===== config.mk =====
export PLATFORM = sky130hd
export DESIGN_NAME = cv32e40p_3voter_fault_tracker
export DESIGN_NICKNAME = d
export VERILOG_FILES = /design/src/rtl/cv32e40p_3voter_fault_tracker.sv
export SDC_FILE = /design/constraint.sdc
export NUM_CORES = 1
export LEC_CHECK = 0
export ABC_AREA = 1
export CORE_MARGIN = 4
export CORE_UTILIZATION = 50
export CTS_CLUSTER_DIAMETER = 100
export DETAILED_ROUTE_END_ITERATION = 8
export PLACE_DENSITY = 0.78
export SYNTH_ARGS = -nofsm -noshare
export SYNTH_HDL_FRONTEND = slang
export SYNTH_SLANG_ARGS = --single-unit

===== constraint.sdc =====
create_clock -name clk -period 4.2 [get_ports clk]
set_input_delay 0.84 -clock clk [delete_from_list [all_inputs] [get_ports clk]]
set_output_delay 0.84 -clock clk [all_outputs]
set_load 0.05 [all_outputs]

===== src/rtl/cv32e40p_3voter_fault_tracker.sv =====
// Fault tracker beside the 3-input majority voter: per-replica error counters
// with decay, broken-replica selection and escalation to a fatal state.
module cv32e40p_3voter_fault_tracker #(
   parameter int CNT_W        = 4,
   parameter int THRESHOLD    = 8,
   parameter int DECAY_PERIOD = 16
) (
   input  logic               clk,
   input  logic               rst,
   input  logic               valid_i,
   input  logic               err_detected_1_i,
   input  logic               err_detected_2_i,
   input  logic               err_detected_3_i,
   input  logic               err_corrected_i,
   input  logic               clear_i,
   output logic [2:0]         broken_block_o,
   output logic               fatal_o,
   output logic               event_o,
   output logic [1:0]         state_o,
   output logic [3*CNT_W-1:0] err_cnt_o
);

   localparam int TMR_W = $clog2(DECAY_PERIOD + 2);
   localparam logic [CNT_W-1:0] CNT_MAX = '1;
   localparam logic [CNT_W-1:0] CNT_THR = CNT_W'(THRESHOLD - 1);
   localparam logic [TMR_W-1:0] TMR_END = TMR_W'(DECAY_PERIOD - 1);

   typedef enum logic [1:0] {
      NORMAL   = 2'b00,
      DEGRADED = 2'b01,
      FAILED   = 2'b10
   } state_t;

   state_t                  state;
   logic [2:0][CNT_W-1:0]   cnt;
   logic [TMR_W-1:0]        tmr;
   logic [2:0]              err;
   logic [2:0]              at_thr;
   logic                    multi_err;
   logic                    hit_thr;
   logic                    unused_corr;

   // The correction flag carries no information the per-replica flags lack.
   assign unused_corr = err_corrected_i;

   assign err       = {err_detected_3_i, err_detected_2_i, err_detected_1_i};
   assign multi_err = (err[0] & err[1]) | (err[0] & err[2]) | (err[1] & err[2]);

   always_comb begin
      at_thr = '0;
      for (int i = 0; i < 3; i++) at_thr[i] = (cnt[i] == CNT_THR);
   end
   assign hit_thr = |(err & at_thr);

   assign state_o   = state;
   assign err_cnt_o = cnt;

   always_ff @(posedge clk or posedge rst) begin
      if (rst) begin
         state          <= NORMAL;
         cnt            <= '0;
         tmr            <= '0;
         broken_block_o <= '0;
         fatal_o        <= 1'b0;
         event_o        <= 1'b0;
      end else begin
         event_o <= 1'b0;
         if (clear_i) begin
            state          <= NORMAL;
            cnt            <= '0;
            tmr            <= '0;
            broken_block_o <= '0;
            fatal_o        <= 1'b0;
         end else if (valid_i) begin
            case (state)
               NORMAL: begin
                  if (multi_err) begin
                     state   <= FAILED;
                     fatal_o <= 1'b1;
                     event_o <= 1'b1;
                  end else if (|err) begin
                     tmr <= '0;
                     if (hit_thr) begin
                        state          <= DEGRADED;
                        broken_block_o <= err;
                        cnt            <= '0;
                        event_o        <= 1'b1;
                     end else begin
                        for (int i = 0; i < 3; i++)
                           if (err[i] && cnt[i] != CNT_MAX) cnt[i] <= cnt[i] + 1'b1;
                     end
                  end else if (DECAY_PERIOD != 0) begin
                     if (tmr == TMR_END) begin
                        tmr <= '0;
                        for (int i = 0; i < 3; i++)
                           if (cnt[i] != '0) cnt[i] <= cnt[i] - 1'b1;
                     end else begin
                        tmr <= tmr + 1'b1;
                     end
                  end
               end
               // The broken replica's flag is undriven here, so it is masked.
               DEGRADED: begin
                  if (|(err & ~broken_block_o)) begin
                     state   <= FAILED;
                     fatal_o <= 1'b1;
                     event_o <= 1'b1;
                  end
               end
               default: ;
            endcase
         end
      end
   end

endmodule

==> results.cfg, run 1 <==
[worst_setup_path]
path_max_fanout = 10
critPathRequiredTime_ns = 3.36
critPathSlowestCell = clkdlybuf4s50_1
worstSetupPathType = flip-flop to primary output
path_cells = clkdlybuf4s50_1
cp_slowest_stage_delay_ns = 0.87
endpoint_kind = primary output
worst-path-buf-inv = 1
cp.arrival_ns = 1.70
startpoint_type = flip-flop
cp_top_family = buffers and inverters

[route]
drc = 0
drt_wl_total_um = 3980
drt-initial-drc-count = 100
antenna_left = 0
drtPass1Iterations = 4
vias = 1744
via_per_inst = 5.01
wire_per_inst_um = 11.4

[layout]
nNetsFinal = 318
regArea_um2 = 601
insertedDiodeCount = 0
num-fill-cells = 373
fin_area_um2 = 2290
final_cells = 348
final_util = 0.611
multi_input_area_um2 = 1180
drive_gt1_frac = 0.127
areaGrowthSynthToFinish_pct = 16.3

[power]
comb_power_share = 0.557
switchingPower_mw = 0.678
pwr_density_cell_nw_per_um2 = 597
fin_total_pwr_mw = 1.37
p_int_mw = 0.688
p_leak_nw = 1.16
clkPwrFrac = 0.151
switching_share = 0.497
ir_drop_mv = 0.309
power_frac_seq = 0.293

[timing]
fin_skew_ns = 0.00158
rsz0062_at_grt = no
slew-limit-headroom = 0.390
worst_pin_slew_ns = 0.915
finalHoldViolations = 0
final.setup.tns_ns = 0
finalCriticalPeriod_ns = 2.54
setup_viol = 0
drv_slew = 0
worst_slack_ns = 1.66
hold_slack_ns = 0.526
fin_crit_sh = 0.604
fmax_mhz = 394

[placed_design]
gp_congestion = 0.826
place_area_um2 = 2220
dp_cells = 344
dp_hpwl_um = 2970
dpl_worst_slack_ns = 1.59
port_buffers = 25

[logic_synthesis]
syn_area_um2 = 1970
synthCells = 277
ys_types = 30
synth_edf_count = 0
ys_async_sr_fraction = 1.00
synth_top_area_cell = dfrtp_1
ys_top_cells_by_area = dfrtp_1 (31%), nand2_1 (16%), nand3_1 (8.1%)
synthTopCellsByCount = nand2_1 (84), nand3_1 (32), nor2_1 (30)
synth.avg_cell_area_um2 = 7.10
yosysMostFrequentCell = nand2_1
syn-num-nets = 294
ys_warn_count = 0
seq_area_frac_synth = 0.305
synth-main-ff-cell = dfrtp_1
synth_top_cell_area_share = 0.305
ys_seq_elements = 24

[clock_network]
htree_levels = 1
clock_path_buffers = 2
cts_made_buffers = 3
ctsHoldBuffers = 0
clk_latency_ns = 0.27
clkTransAtPathRegs_ns = 0.09
cts_tree = yes
cts_resized = 0
cts-root-buf = clkbuf_8
cts_setup_buffers = 0
clock_sinks = 24

[floorplan]
die-height_um = 70.7
rows = 22
pin_count = 27
dieWidth_um = 70.7
initial_core_util = 0.525
dieArea_um2 = 5000
core_area_um2 = 3740

[hold_path]
hold_path.class = flip-flop to flip-flop

[run]
cap_viol_max_count = 0

[grt]
grt_pass1_vias = 1532
grt_max_degree = 25
grt_overflow_total = 0
grt_usage = 0.163
grt_pass1_wl_um = 6770
antenna_found_initial = 0

[outcome]
status = finished clean
==> metal layers <==
layer / GRT usage / wire (um) / up-vias
met5: 0 / 0 / -
li1: - / - / 926
met2: 0.274 / 1950 / 18
met4: 0.0292 / 29 / 0
met1: 0.218 / 1890 / 796
met3: 0.0369 / 110 / 4
==> state kept, by name, indices dropped and copies added (netlist names) <==
name / cells
err_cnt_o: 12
event_o: 1
broken_block_o: 3
fatal_o: 1
state_o: 2
tmr: 5
==> path summary, 6_finish.rpt <==
path | from | to | slack [ns] | cells past startpoint
setup / recovery | err_cnt_o[2]$_DFFE_PP0P_ | err_cnt_o[2] | 1.66 | 1
hold / removal | fatal_o$_DFFE_PP0P_ | fatal_o$_DFFE_PP0P_ | 0.53 | 2
setup reg to reg | tmr[0]$_DFFE_PP0P_ | err_cnt_o[2]$_DFFE_PP0P_ | 2.54 | 8
hold reg to reg | fatal_o$_DFFE_PP0P_ | fatal_o$_DFFE_PP0P_ | 0.53 | 2
max in group asynchronous | rst | err_cnt_o[5]$_DFFE_PP0P_ | 2.58 | 2
min in group asynchronous | rst | broken_block_o[2]$_DFFE_PP0P_ | 1.07 | 2
==> kinds of logic (layout without fill, tap and decap cells) <==
group | after synthesis | count (layout) | synth area share
xor+xnor | 5 | 5 | 0.0223
simple gates | 179 | 179 | 0.462
compound gates | 21 | 21 | 0.0572
flops | 24 | 24 | 0.305
buf+inv | 39 | 62 | 0.0961
fa+ha+maj | 9 | 9 | 0.0573
==> cell type report <==
class,count,area share
clock buffers,3,0.0181
clock inverters,1,0.0131
repair buffers,25,0.109
multi-input cells,214,0.515
flip-flops and latches,24,0.263
well taps,48,0.0263
inverters,33,0.0558
==> power by group through the flow <==
| stage | clock [mW] | combinational [mW] | sequential [mW] |
|---|---|---|---|
| after floorplan | 0 | 0.400 | 0.575 |
| after global placement | 0 | 0.748 | 0.402 |
| after detailed placement | 0 | 0.764 | 0.405 |
| after CTS | 0.209 | 0.767 | 0.400 |
| after global routing | 0.220 | 0.836 | 0.416 |
| final | 0.206 | 0.760 | 0.400 |
==> cell usage in the layout (no fill, tap or decap), types with 5 or more instances in the layout <==
cell type,netlist,routed
o21ai_1,7,7
inv_2,6,6
nand3_1,32,32
clkdlybuf4s50_1,0,25
ha_1,9,9
nand2_1,84,84
a21oi_1,7,7
xor2_1,5,5
nor2_1,30,30
inv_1,25,25
dfrtp_1,24,24
nand2_2,9,9
(Power assumes the default switching activity.)
==> run 2, diff against run 1 <==
--- a/config.mk
+++ b/config.mk
@@ -10,7 +10,7 @@
 export CORE_UTILIZATION = 50
 export CTS_CLUSTER_DIAMETER = 100
 export DETAILED_ROUTE_END_ITERATION = 8
-export PLACE_DENSITY = 0.78
+export PLACE_DENSITY = 0.81
 export SYNTH_ARGS = -nofsm -noshare
 export SYNTH_HDL_FRONTEND = slang
 export SYNTH_SLANG_ARGS = --single-unit
==> constraint.sdc (replaced) <==
create_clock -name clk -period 2.2 [get_ports clk]
set_input_delay 0.44 -clock clk [delete_from_list [all_inputs] [get_ports clk]]
set_output_delay 0.44 -clock clk [all_outputs]
set_load 0.05 [all_outputs]
==> run 2 against run 1 <==
Net effect: non-clock buffer count up 9; flip-flop and latch count unchanged; routed wire length up 1.8%; utilization up 1.4 points; via count up 4.9%; clock skew up 0.0024 ns; total power up 88%; hold slack worse by 0.016 ns; count of clock-buffer cells in the layout up 1; die area unchanged; clock power up 45%; worst setup slack worse by 1.5 ns.
==> results.cfg, run 2 (synthesized netlist as in run 1, its figures left out) <==
[worst_setup_path]
startpoint_type = flip-flop
r2r-end = err_cnt_o[3]$_DFFE_PP0P_
path_max_fanout = 8
cp_slowest_stage_delay_ns = 0.86
critPathSlowestCell = clkdlybuf4s50_1
r2r_setup_slack_ns = 0.58
rr_worst_depth = 10
worstSetupPathType = flip-flop to primary output
worst-path-buf-inv = 1
critPathRequiredTime_ns = 1.76
path_cells = clkdlybuf4s50_1
r2r-start = err_cnt_o[4]$_DFFE_PP0P_
endpoint_kind = primary output
cp_top_family = buffers and inverters
cp.arrival_ns = 1.64

[clock_network]
cts-root-buf = clkbuf_8
clk_latency_ns = 0.27
cts_setup_buffers = 0
ctsHoldBuffers = 0
clock_sinks = 24
clkTransAtPathRegs_ns = 0.08
clock_path_buffers = 2
cts_made_buffers = 3
cts_tree = yes
htree_levels = 1
cts_resized = 0

[placed_design]
gp_congestion = 0.821
port_buffers = 25
dp_hpwl_um = 3120
dpl_worst_slack_ns = 0.145

[route]
drtPass1Iterations = 4
drt-initial-drc-count = 107
via_per_inst = 5.12
vias = 1829
drt_wl_total_um = 4050
antenna_left = 0
drc = 0
wire_per_inst_um = 11.3

[floorplan]
dieArea_um2 = 5000
initial_core_util = 0.525
core_area_um2 = 3740
rows = 22
pin_count = 27
die-height_um = 70.7
dieWidth_um = 70.7

[layout]
layout_commonest_cell = nand2_1
insertedDiodeCount = 0
nNetsFinal = 327
final_util = 0.625
drive_gt1_frac = 0.152
layout_common_cells = nand2_1 (84), nand3_1 (32), nor2_1 (30)
largest_reg_flops = 12
num-fill-cells = 358
areaGrowthSynthToFinish_pct = 18.9

[timing]
slew-limit-headroom = 0.668
rsz0062_at_grt = no
worst_slack_ns = 0.116
drv_slew = 0
final.setup.tns_ns = 0
finalCriticalPeriod_ns = 2.08
finalHoldViolations = 0
fmax_mhz = 480
fin_crit_sh = 0.947
worst_pin_slew_ns = 0.496
setup_viol = 0
fin_skew_ns = 0.00396

[outcome]
status = finished clean

[power]
pwr_density_cell_nw_per_um2 = 1100
ir_drop_mv = 0.655
p_leak_nw = 1.20

[run]
cap_viol_max_count = 0

[grt]
grt_pass1_vias = 1665
grt_pass1_wl_um = 7200
grt_overflow_total = 0
grt_usage = 0.172
grt_max_degree = 25
antenna_found_initial = 0

[hold_path]
hold_path.class = input port to async pin
-- run 2: final cells by class --
cell class	instances	area (um^2)	area share
Sequential cell	24	601	0.257
Inverter	33	128	0.0546
Timing Repair Buffer	34	318	0.136
Tap cell	48	60.1	0.0257
Clock buffer	4	55.1	0.0235
Multi-Input combinational cell	214	1180	0.503
-- run 2: worst max-delay path by stage --
stage                                  start                   endpoint  slack (ns)  cells after the start
detailed placement          err_detected_1_i   err_cnt_o[5]$_DFFE_PP0P_        0.14                     10
CTS                 err_cnt_o[3]$_DFFE_PP0P_               err_cnt_o[3]        0.11                      1
finish              err_cnt_o[3]$_DFFE_PP0P_               err_cnt_o[3]        0.12                      1
global placement            err_detected_1_i   err_cnt_o[5]$_DFFE_PP0P_        0.17                     10
floorplan           err_cnt_o[0]$_DFFE_PP0P_  err_cnt_o[11]$_DFFE_PP0P_        0.47                     10
global route        err_cnt_o[3]$_DFFE_PP0P_               err_cnt_o[3]        0.05                      1
-- run 2: worst min-delay path, stage by stage --
cell and delay (ns):
clkdlybuf4s50_1 0.39, inv_1 0.05, buf_4 0.29
-- run 2: where the power goes --
part	switching, mW	internal, mW	total, mW	leakage (nW)
logic	1.00	0.552	1.55	0.851
clock network	0.138	0.160	0.298	0.0288
registers	0.158	0.555	0.713	0.319
-- run 2: routing by layer --
| layer | global-route usage | routed length (um) |
|---|---|---|
| met4 | 0.0334 | 32 |
| met1 | 0.219 | 1900 |
| met5 | 0 | 0 |
| met2 | 0.303 | 1990 |
| met3 | 0.0341 | 125 |
-- run 2: stage by stage --
stage | hold slack [ns] | area, um^2 | std cells | total power [mW]
finish | 0.510 | 2340 | 357 | 2.56
global route | 0.539 | 2340 | 357 | 2.79
detailed placement | 0.505 | 2280 | 353 | 2.28
global placement | 0.502 | 2280 | 353 | 2.24
floorplan | 0.455 | 1970 | 277 | 1.86
CTS | 0.511 | 2340 | 357 | 2.59
